$ cat src/rtl/mem_wb_buffered_reg_pkg.sv
// MEM/WB buffered register: shared field widths and entry layout.
// Entry packs {wb_en, mem_r, alu_res, mem_res, dest}.
package mem_wb_buffered_reg_pkg;

  localparam int DATA_W_DEF = 32;
  localparam int ADDR_W_DEF = 4;
  localparam int DEPTH_DEF  = 2;
  localparam int FLAG_W     = 2;

  function automatic int entry_w(input int dw, input int aw);
    return FLAG_W + 2 * dw + aw;
  endfunction

endpackage

$ cat src/rtl/mem_wb_buffered_reg_buf_mem.sv
// MEM/WB buffered register: entry storage.
// One write port, one asynchronous read port, no reset.
module stage_buf_mem #(
  parameter int W     = 8,
  parameter int DEPTH = 2,
  parameter int PTR_W = 1
) (
  input  logic             clk,
  input  logic             we,
  input  logic [PTR_W-1:0] waddr,
  input  logic [W-1:0]     wdata,
  input  logic [PTR_W-1:0] raddr,
  output logic [W-1:0]     rdata
);

  logic [W-1:0] mem_q [DEPTH];

  // Write the pushed entry into its slot
  always_ff @(posedge clk) begin
    if (we) mem_q[waddr] <= wdata;
  end

  assign rdata = mem_q[raddr];

endmodule

$ cat src/rtl/mem_wb_buffered_reg.sv
// MEM/WB buffered register: small FIFO between MEM and WB stages.
// Define MEM_WB_FWD_EN to add the fwd_valid/fwd_dest/fwd_value outputs.
module mem_wb_buffered_reg
  import mem_wb_buffered_reg_pkg::*;
#(
  parameter int DATA_W = DATA_W_DEF,
  parameter int ADDR_W = ADDR_W_DEF,
  parameter int DEPTH  = DEPTH_DEF
) (
  input  logic              clk,
  input  logic              rst,
  input  logic              flush,
  input  logic              in_valid,
  output logic              in_ready,
  input  logic              wb_en_in,
  input  logic              mem_r_in,
  input  logic [DATA_W-1:0] alu_res_in,
  input  logic [DATA_W-1:0] mem_res_in,
  input  logic [ADDR_W-1:0] dest_in,
  output logic              out_valid,
  input  logic              out_ready,
  output logic              wb_en_out,
  output logic              mem_r_out,
  output logic [DATA_W-1:0] alu_res_out,
  output logic [DATA_W-1:0] mem_res_out,
  output logic [ADDR_W-1:0] dest_out,
  output logic [DATA_W-1:0] wb_value_out
`ifdef MEM_WB_FWD_EN
  ,
  output logic              fwd_valid,
  output logic [ADDR_W-1:0] fwd_dest,
  output logic [DATA_W-1:0] fwd_value
`endif
);

  localparam int ENTRY_W = entry_w(DATA_W, ADDR_W);
  localparam int PTR_W   = $clog2(DEPTH);
  localparam int CNT_W   = $clog2(DEPTH + 1);

  logic [PTR_W-1:0] rd_ptr_q, rd_ptr_d;
  logic [PTR_W-1:0] wr_ptr_q, wr_ptr_d;
  logic [CNT_W-1:0] count_q, count_d;

  logic               push, pop;
  logic [ENTRY_W-1:0] wr_entry, rd_entry;

  logic              h_wb, h_mr;
  logic [DATA_W-1:0] h_alu, h_mem;
  logic [ADDR_W-1:0] h_dest;

  assign in_ready  = count_q < CNT_W'(DEPTH);
  assign out_valid = count_q != '0;
  assign push      = in_valid & in_ready & ~flush;
  assign pop       = out_valid & out_ready & ~flush;

  assign wr_entry = {wb_en_in, mem_r_in, alu_res_in, mem_res_in, dest_in};

  stage_buf_mem #(
    .W    (ENTRY_W),
    .DEPTH(DEPTH),
    .PTR_W(PTR_W)
  ) u_mem (
    .clk  (clk),
    .we   (push),
    .waddr(wr_ptr_q),
    .wdata(wr_entry),
    .raddr(rd_ptr_q),
    .rdata(rd_entry)
  );

  // Next pointers and occupancy; flush discards everything
  always_comb begin
    rd_ptr_d = rd_ptr_q;
    wr_ptr_d = wr_ptr_q;
    count_d  = count_q;
    if (flush) begin
      rd_ptr_d = '0;
      wr_ptr_d = '0;
      count_d  = '0;
    end else begin
      if (push) wr_ptr_d = wr_ptr_q + PTR_W'(1);
      if (pop)  rd_ptr_d = rd_ptr_q + PTR_W'(1);
      case ({push, pop})
        2'b10:   count_d = count_q + CNT_W'(1);
        2'b01:   count_d = count_q - CNT_W'(1);
        default: count_d = count_q;
      endcase
    end
  end

  // Control state with synchronous reset
  always_ff @(posedge clk) begin
    if (rst) begin
      rd_ptr_q <= '0;
      wr_ptr_q <= '0;
      count_q  <= '0;
    end else begin
      rd_ptr_q <= rd_ptr_d;
      wr_ptr_q <= wr_ptr_d;
      count_q  <= count_d;
    end
  end

  // Present the head entry, forced to zero when empty
  always_comb begin
    {h_wb, h_mr, h_alu, h_mem, h_dest} = rd_entry;
    wb_en_out    = 1'b0;
    mem_r_out    = 1'b0;
    alu_res_out  = '0;
    mem_res_out  = '0;
    dest_out     = '0;
    wb_value_out = '0;
    if (out_valid) begin
      wb_en_out    = h_wb;
      mem_r_out    = h_mr;
      alu_res_out  = h_alu;
      mem_res_out  = h_mem;
      dest_out     = h_dest;
      wb_value_out = h_mr ? h_mem : h_alu;
    end
  end

`ifdef MEM_WB_FWD_EN
  assign fwd_valid = out_valid & wb_en_out;
  assign fwd_dest  = fwd_valid ? dest_out : '0;
  assign fwd_value = fwd_valid ? wb_value_out : '0;
`endif

endmodule

$ cat config.mk
export PLATFORM = sky130hd
export DESIGN_NAME = mem_wb_buffered_reg
export DESIGN_NICKNAME = d
export VERILOG_FILES = /design/src/rtl/mem_wb_buffered_reg_pkg.sv /design/src/rtl/mem_wb_buffered_reg_buf_mem.sv /design/src/rtl/mem_wb_buffered_reg.sv
export SDC_FILE = /design/constraint.sdc
export NUM_CORES = 1
export LEC_CHECK = 0
export CORE_ASPECT_RATIO = 0.8
export CORE_MARGIN = 3
export CORE_UTILIZATION = 40
export DETAILED_ROUTE_END_ITERATION = 7
export PLACE_DENSITY = 0.68
export SETUP_SLACK_MARGIN = 0.15
export SLEW_MARGIN = 20
export SYNTH_ARGS = -nofsm -noshare
export SYNTH_HDL_FRONTEND = slang
export SYNTH_SLANG_ARGS = --single-unit
$ cat constraint.sdc
create_clock -name clk -period 12.1 [get_ports clk]
set_input_delay 3.025 -clock clk [delete_from_list [all_inputs] [get_ports clk]]
set_output_delay 3.025 -clock clk [all_outputs]
set_load 0.02 [all_outputs]
==> impl_metrics.csv, run 1 <==
group,metric,value,unit
final_layout,drive_gt1_share,15.2,%
setup_path,cp_cell_sequence,"mux2i_4, buf_4, mux2_4, nor2_1, clkdlybuf4s50_1",
synth,synth_area_leaders,"edfxtp_1 (68%), mux2i_1 (11%), mux2_4 (5.1%)",
setup_path,worstRegToRegCells,4,
global_routing,track_usage,15.0,%
place,dp_hpwl,8810,um
clock_network,cts.sinks,145,
clock_network,clk_pin_slew_worst_paths,0.06,ns
setup_path,start_kind,"flop",
setup_path,cp.arrival,3.26,ns
final_layout,nNetsFinal,648,
global_routing,grt.overflow.total,0,
drt,firstDrtPassIters,4,
floorplanning,dieWidth,145,um
setup_path,max_stage_delay,0.70,ns
synth,yosysTopAreaCell,"edfxtp_1",
place,place_ws,6.14,ns
floorplanning,die_area,0.0170,mm2
synth,ys_seq_area_share,69.5,%
timing,slew_violations,0,
clock_network,clock_latency,0.41,ns
final_layout,final_common_cell,"clkdlybuf4s50_1",
drt,drc,0,
clock_network,cts_buffer_depth,2,
clock_network,cts_tree,"yes",
synth,syn_inst,393,
drt,drtIter0Drc,222,
final_layout,area_growth,40.2,%
timing,post-route-min-period,6.28,ns
floorplanning,die_h,117,um
clock_network,post_cts_resized,0,
global_routing,grt_max_degree,71,
timing,grt_setup_unrepaired,"false",
setup_path,path_delay_family,"buffers and inverters",
timing,setup_violations,0,
timing,finalClockSkew,0.00524,ns
clock_network,cts-root-buf,"clkbuf_16",
drt,totalWireLength,12700,um
setup_path,end_kind,"output pin",
global_routing,antenna_found_initial,0,
synth,ys.flop_type,"edfxtp_1",
power_and_ir_drop,peakVddDrop,0.0911,mV
job,cap_violations,0,
synth,syn_area,0.00620,mm2
synth,yosysWarnings,0,
place,place_congestion,0.744,
floorplanning,ioPinCount,179,
setup_path,cp.depth,5,
timing,period_share,51.9,%
setup_path,crit_buf_inv,2,
synth,synth.distinct_cells,25,
clock_network,cts_made_buffers,17,
worst_hold_path,min_path_cells,2,
drt,vias,3688,
timing,whs,0.579,ns
drt,ant_nets,0,
power_and_ir_drop,power_density,132,mW/mm2
clock_network,cts_setup_buffers,0,
timing,timing.fmax,159,MHz
clock_network,cts_hold_buf,0,
drt,wire_per_inst,16.0,um
synth,synth_top_area_share,67.9,%
place,portBuffers,178,
timing,timing_worst_slew_pin_value,1.02,ns
timing,fin_ws,5.82,ns
floorplanning,core-area,0.0151,mm2
synth,synth-edff-count,140,
clock_network,cts_max_level,4,
power_and_ir_drop,power_leakage,0.00280,uW
worst_hold_path,worstHoldStart,"rd_ptr_q",
floorplanning,std_cell_rows,40,
global_routing,grt_first_pass_wirelength,19800,um
timing,final_hold_viol_count,0,
synth,syn_area_per_cell,15.8,um2
final_layout,final_cell_mix,"clkdlybuf4s50_1 (178), edfxtp_1 (140), nor2_1 (75)",
synth,postSynthNetCount,469,
setup_path,cp.required,9.07,ns
status,outcome,"completed",
setup_path,slowest_stage,"mux2i_4",
final_layout,diodes,0,
synth,async_reset_ff_share,0,%
setup_path,worst-path-max-fanout,27,
synth,ys_seq_elements,145,
timing,setup_tns,0,ns
global_routing,first_global_vias,3664,
worst_hold_path,hold_class,"reg -> reg",
setup_path,path_class,"reg -> out",
timing,slew_headroom,31.9,%
drt,via_per_inst,4.64,
floorplanning,start_util,41.0,%
setup_path,worstReg2RegStart,"count_q[1]",
[area by class of cell]
type | count | area, um2
fill | 1213 | 6430
inverter | 3 | 11.3
clock buffer | 17 | 425
tap | 210 | 263
sequential | 145 | 4310
timing repair buffer | 183 | 1820
clock inverter | 15 | 119
multi-input combinational | 222 | 1740
[path summary, 6_finish.rpt]
| path | to | slack [ns] |
|---|---|---|
| setup / recovery | wb_value_out[10] | 5.82 |
| hold / removal | rd_ptr_q | 0.58 |
| setup reg to reg | u_mem.mem_q[0][47] | 9.37 |
| hold reg to reg | rd_ptr_q | 0.58 |
[cell families (layout without fill, tap and decap cells)]
kind of cell,Yosys count,after routing,share of synthesized area [%]
fa+ha+maj,1,1,0.202
buf+inv,26,218,2.69
mux,91,91,16.6
flops,145,145,69.5
compound gates,14,14,2.34
simple gates,112,112,8.14
xor+xnor,4,4,0.566
[per-stage QoR]
stage	util [%]	cell area (um2)	instances	power, uW
after floorplan	-	6200	393	637
after global placement	53.9	8140	763	690
after detailed placement	53.9	8140	763	693
after CTS	57.5	8690	795	1160
after global routing	57.5	8690	795	1200
final	57.5	8690	795	1150
[power breakdown]
group	switching (uW)	internal, uW
Combinational	54.1	57.0
Clock	189	280
Sequential	4.09	566
[sequential cells by signal, summed over array words and instances, names as in the netlist, named ones only]
| signal | flops |
|---|---|
| count_q | 2 |
| wr_ptr_q | 1 |
| u_mem.mem_q | 140 |
| rd_ptr_q | 1 |
[worst register-to-register path, cell delays in order, from the launching register on]
cell     delay, ns
dfxtp_1       0.38
nor3b_1       0.45
inv_1         0.16
nor2_4        0.76
buf_4         0.59
[metal layers]
metal	vias to the layer above	wire, um	global-route usage [%]
met3	8	859	5.99
met1	1757	5710	19.2
met4	0	104	4.45
met2	124	6010	23.6
li1	1799	-	-
met5	-	0	0
[cell usage after synthesis, types with 4 or more instances]
| library cell | instances |
|---|---|
| nor2_1 | 77 |
| nor2_2 | 17 |
| buf_4 | 6 |
| edfxtp_1 | 140 |
| buf_1 | 5 |
| mux2_4 | 21 |
| a211oi_2 | 9 |
| mux2i_1 | 69 |
| nor3_1 | 4 |
| buf_2 | 4 |
| buf_6 | 5 |
| dfxtp_1 | 5 |
| nor2b_1 | 11 |
No activity file was read; power rests on OpenSTA's default activity.
==> run 2, diff against run 1 <==
--- a/config.mk
+++ b/config.mk
@@ -9,7 +9,7 @@
 export CORE_MARGIN = 3
 export CORE_UTILIZATION = 40
 export DETAILED_ROUTE_END_ITERATION = 7
-export PLACE_DENSITY = 0.68
+export PLACE_DENSITY = 0.71
 export SETUP_SLACK_MARGIN = 0.15
 export SLEW_MARGIN = 20
 export SYNTH_ARGS = -nofsm -noshare
==> constraint.sdc (replaced) <==
create_clock -name clk -period 5.7 [get_ports clk]
set_input_delay 1.425 -clock clk [delete_from_list [all_inputs] [get_ports clk]]
set_output_delay 1.425 -clock clk [all_outputs]
set_load 0.02 [all_outputs]
==> impl_metrics.csv, run 2 (synthesis results as in run 1) <==
group,metric,value,unit
power_and_ir_drop,p_seq_share,48.8,%
setup_path,path_delay_family,"multiplexers",
clock_network,cts_hold_buf,0,
setup_path,r2r-end,"u_mem.mem_q[0][0]",
clock_network,cts_setup_buffers,0,
clock_network,post_cts_resized,0,
power_and_ir_drop,power_leakage,0.00282,uW
clock_network,clk_pin_slew_worst_paths,0.05,ns
timing,slew_violations,0,
timing,fin_ws,1.02,ns
power_and_ir_drop,internal_power,1960,uW
power_and_ir_drop,p_clk_share,41.4,%
floorplanning,die_h,117,um
timing,timing.fmax,214,MHz
clock_network,cts_buffer_depth,2,
worst_hold_path,hold_class,"reg -> reg",
drt,drc,0,
drt,via_per_inst,4.71,
global_routing,grt_max_degree,71,
setup_path,worst-path-max-fanout,33,
floorplanning,core-area,0.0151,mm2
final_layout,drive_gt1_share,14.6,%
place,place_ws,1.42,ns
floorplanning,dieWidth,145,um
setup_path,crit_end,"wb_value_out[13]",
floorplanning,ioPinCount,179,
clock_network,cts-root-buf,"clkbuf_16",
power_and_ir_drop,power_frac_comb,9.8,%
worst_hold_path,worstHoldStart,"rd_ptr_q",
final_layout,reg.largest.list,"u_mem.mem_q (140), count_q (2)",
clock_network,cts_max_level,4,
status,outcome,"completed",
clock_network,cts.sinks,145,
power_and_ir_drop,peakVddDrop,0.180,mV
drt,wire_per_inst,16.5,um
setup_path,cp.arrival,3.25,ns
timing,period_share,82.1,%
drt,vias,3740,
final_layout,diodes,0,
drt,totalWireLength,13100,um
drt,firstDrtPassIters,4,
final_layout,final_cell_mix,"clkdlybuf4s50_1 (178), edfxtp_1 (140), nor2_1 (75)",
timing,slew_headroom,35.3,%
global_routing,first_global_vias,3860,
final_layout,fin_util,57.9,%
global_routing,antenna_found_initial,0,
timing,setup_tns,0,ns
global_routing,grt_first_pass_wirelength,20400,um
clock_network,cts_tree,"yes",
setup_path,worstReg2RegStart,"count_q[1]",
timing,finalClockSkew,0.00464,ns
power_and_ir_drop,p_switching,520,uW
setup_path,crit_buf_inv,2,
setup_path,max_stage_delay,0.77,ns
timing,timing_worst_slew_pin_value,0.968,ns
final_layout,nNetsFinal,648,
setup_path,reg2reg_slack,3.30,ns
drt,ant_nets,0,
floorplanning,std_cell_rows,40,
setup_path,cp.required,4.28,ns
job,cap_violations,0,
place,dp_hpwl,8910,um
power_and_ir_drop,switching_share,21.0,%
clock_network,clock_latency,0.41,ns
timing,final_hold_viol_count,0,
global_routing,track_usage,15.5,%
setup_path,path_class,"reg -> out",
setup_path,end_kind,"output pin",
place,portBuffers,178,
final_layout,largest_reg_flops,140,
drt,drtIter0Drc,126,
power_and_ir_drop,power_density,283,mW/mm2
setup_path,start_kind,"flop",
setup_path,cp.depth,5,
timing,grt_setup_unrepaired,"false",
final_layout,area_growth,41.1,%
setup_path,slowest_stage,"mux2i_4",
final_layout,final_common_cell,"clkdlybuf4s50_1",
clock_network,cts_made_buffers,17,
setup_path,cp_cell_sequence,"mux2i_4, buf_12, mux2_4, nor2_1, clkdlybuf4s50_1",
setup_path,worstRegToRegCells,4,
floorplanning,start_util,41.0,%
floorplanning,die_area,0.0170,mm2
timing,post-route-min-period,4.68,ns
timing,setup_violations,0,
final_layout,regMostFlops,"u_mem.mem_q",
place,place_congestion,0.730,
global_routing,grt.overflow.total,0,
-- run 2: cell types whose count changed in the layout (fill, tap and decap cells not counted) --
cell / change
clkinv_1: +2
clkinvlp_4: -1
buf_4: -4
clkbuf_1: +1
clkinv_2: -2
buf_12: +4
inv_6: -2
bufinv_16: +1
-- run 2: how the worst min path moves through the flow --
stage,endpoint,slack [ns],depth (start not counted)
floorplan,count_q[1],0.49,2
global placement,rd_ptr_q,0.55,2
detailed placement,rd_ptr_q,0.55,2
CTS,flop,0.58,2
global route,count_q[1],0.63,2
finish,rd_ptr_q,0.57,2
-- run 2: final cells by class --
cell class | instances | area, um2
fillers | 1218 | 6370
flip-flops and latches | 145 | 4310
repair buffers | 183 | 1870
multi-input cells | 222 | 1740
clock buffers | 18 | 429
well taps | 210 | 263
clock inverters | 13 | 121
inverters | 3 | 11.3
-- run 2: metal layers --
metal,share of wire (%),routed length (um),global-route usage (%)
met1,43,5630,19.2
met2,48,6300,24.9
met3,7.4,967,6.33
met4,1.4,181,4.74
met5,0,0,0
-- run 2: power groups by stage --
stage | registers, uW | logic (uW) | clock network, uW
2_1_floorplan | 1230 | 119 | 0
3_3_place_gp | 1230 | 237 | 0
3_5_place_dp | 1230 | 243 | 0
4_1_cts | 1210 | 244 | 1050
5_1_grt | 1210 | 259 | 1090
6_report | 1210 | 242 | 1030
-- run 2: through the flow --
| stage | total power, uW | hold WS, ns | instances | instance area, um2 |
|---|---|---|---|---|
| global route | 2560 | 0.632 | 794 | 8740 |
| detailed placement | 1480 | 0.552 | 762 | 8170 |
| CTS | 2500 | 0.584 | 793 | 8720 |
| finish | 2480 | 0.574 | 794 | 8740 |
| floorplan | 1350 | 0.495 | 393 | 6200 |
| global placement | 1470 | 0.547 | 762 | 8170 |
-- run 2: worst min-delay path, stage by stage (launching register included) --
cell     delay, ns
dfxtp_1       0.32
xor2_1        0.08
nor3_1        0.12
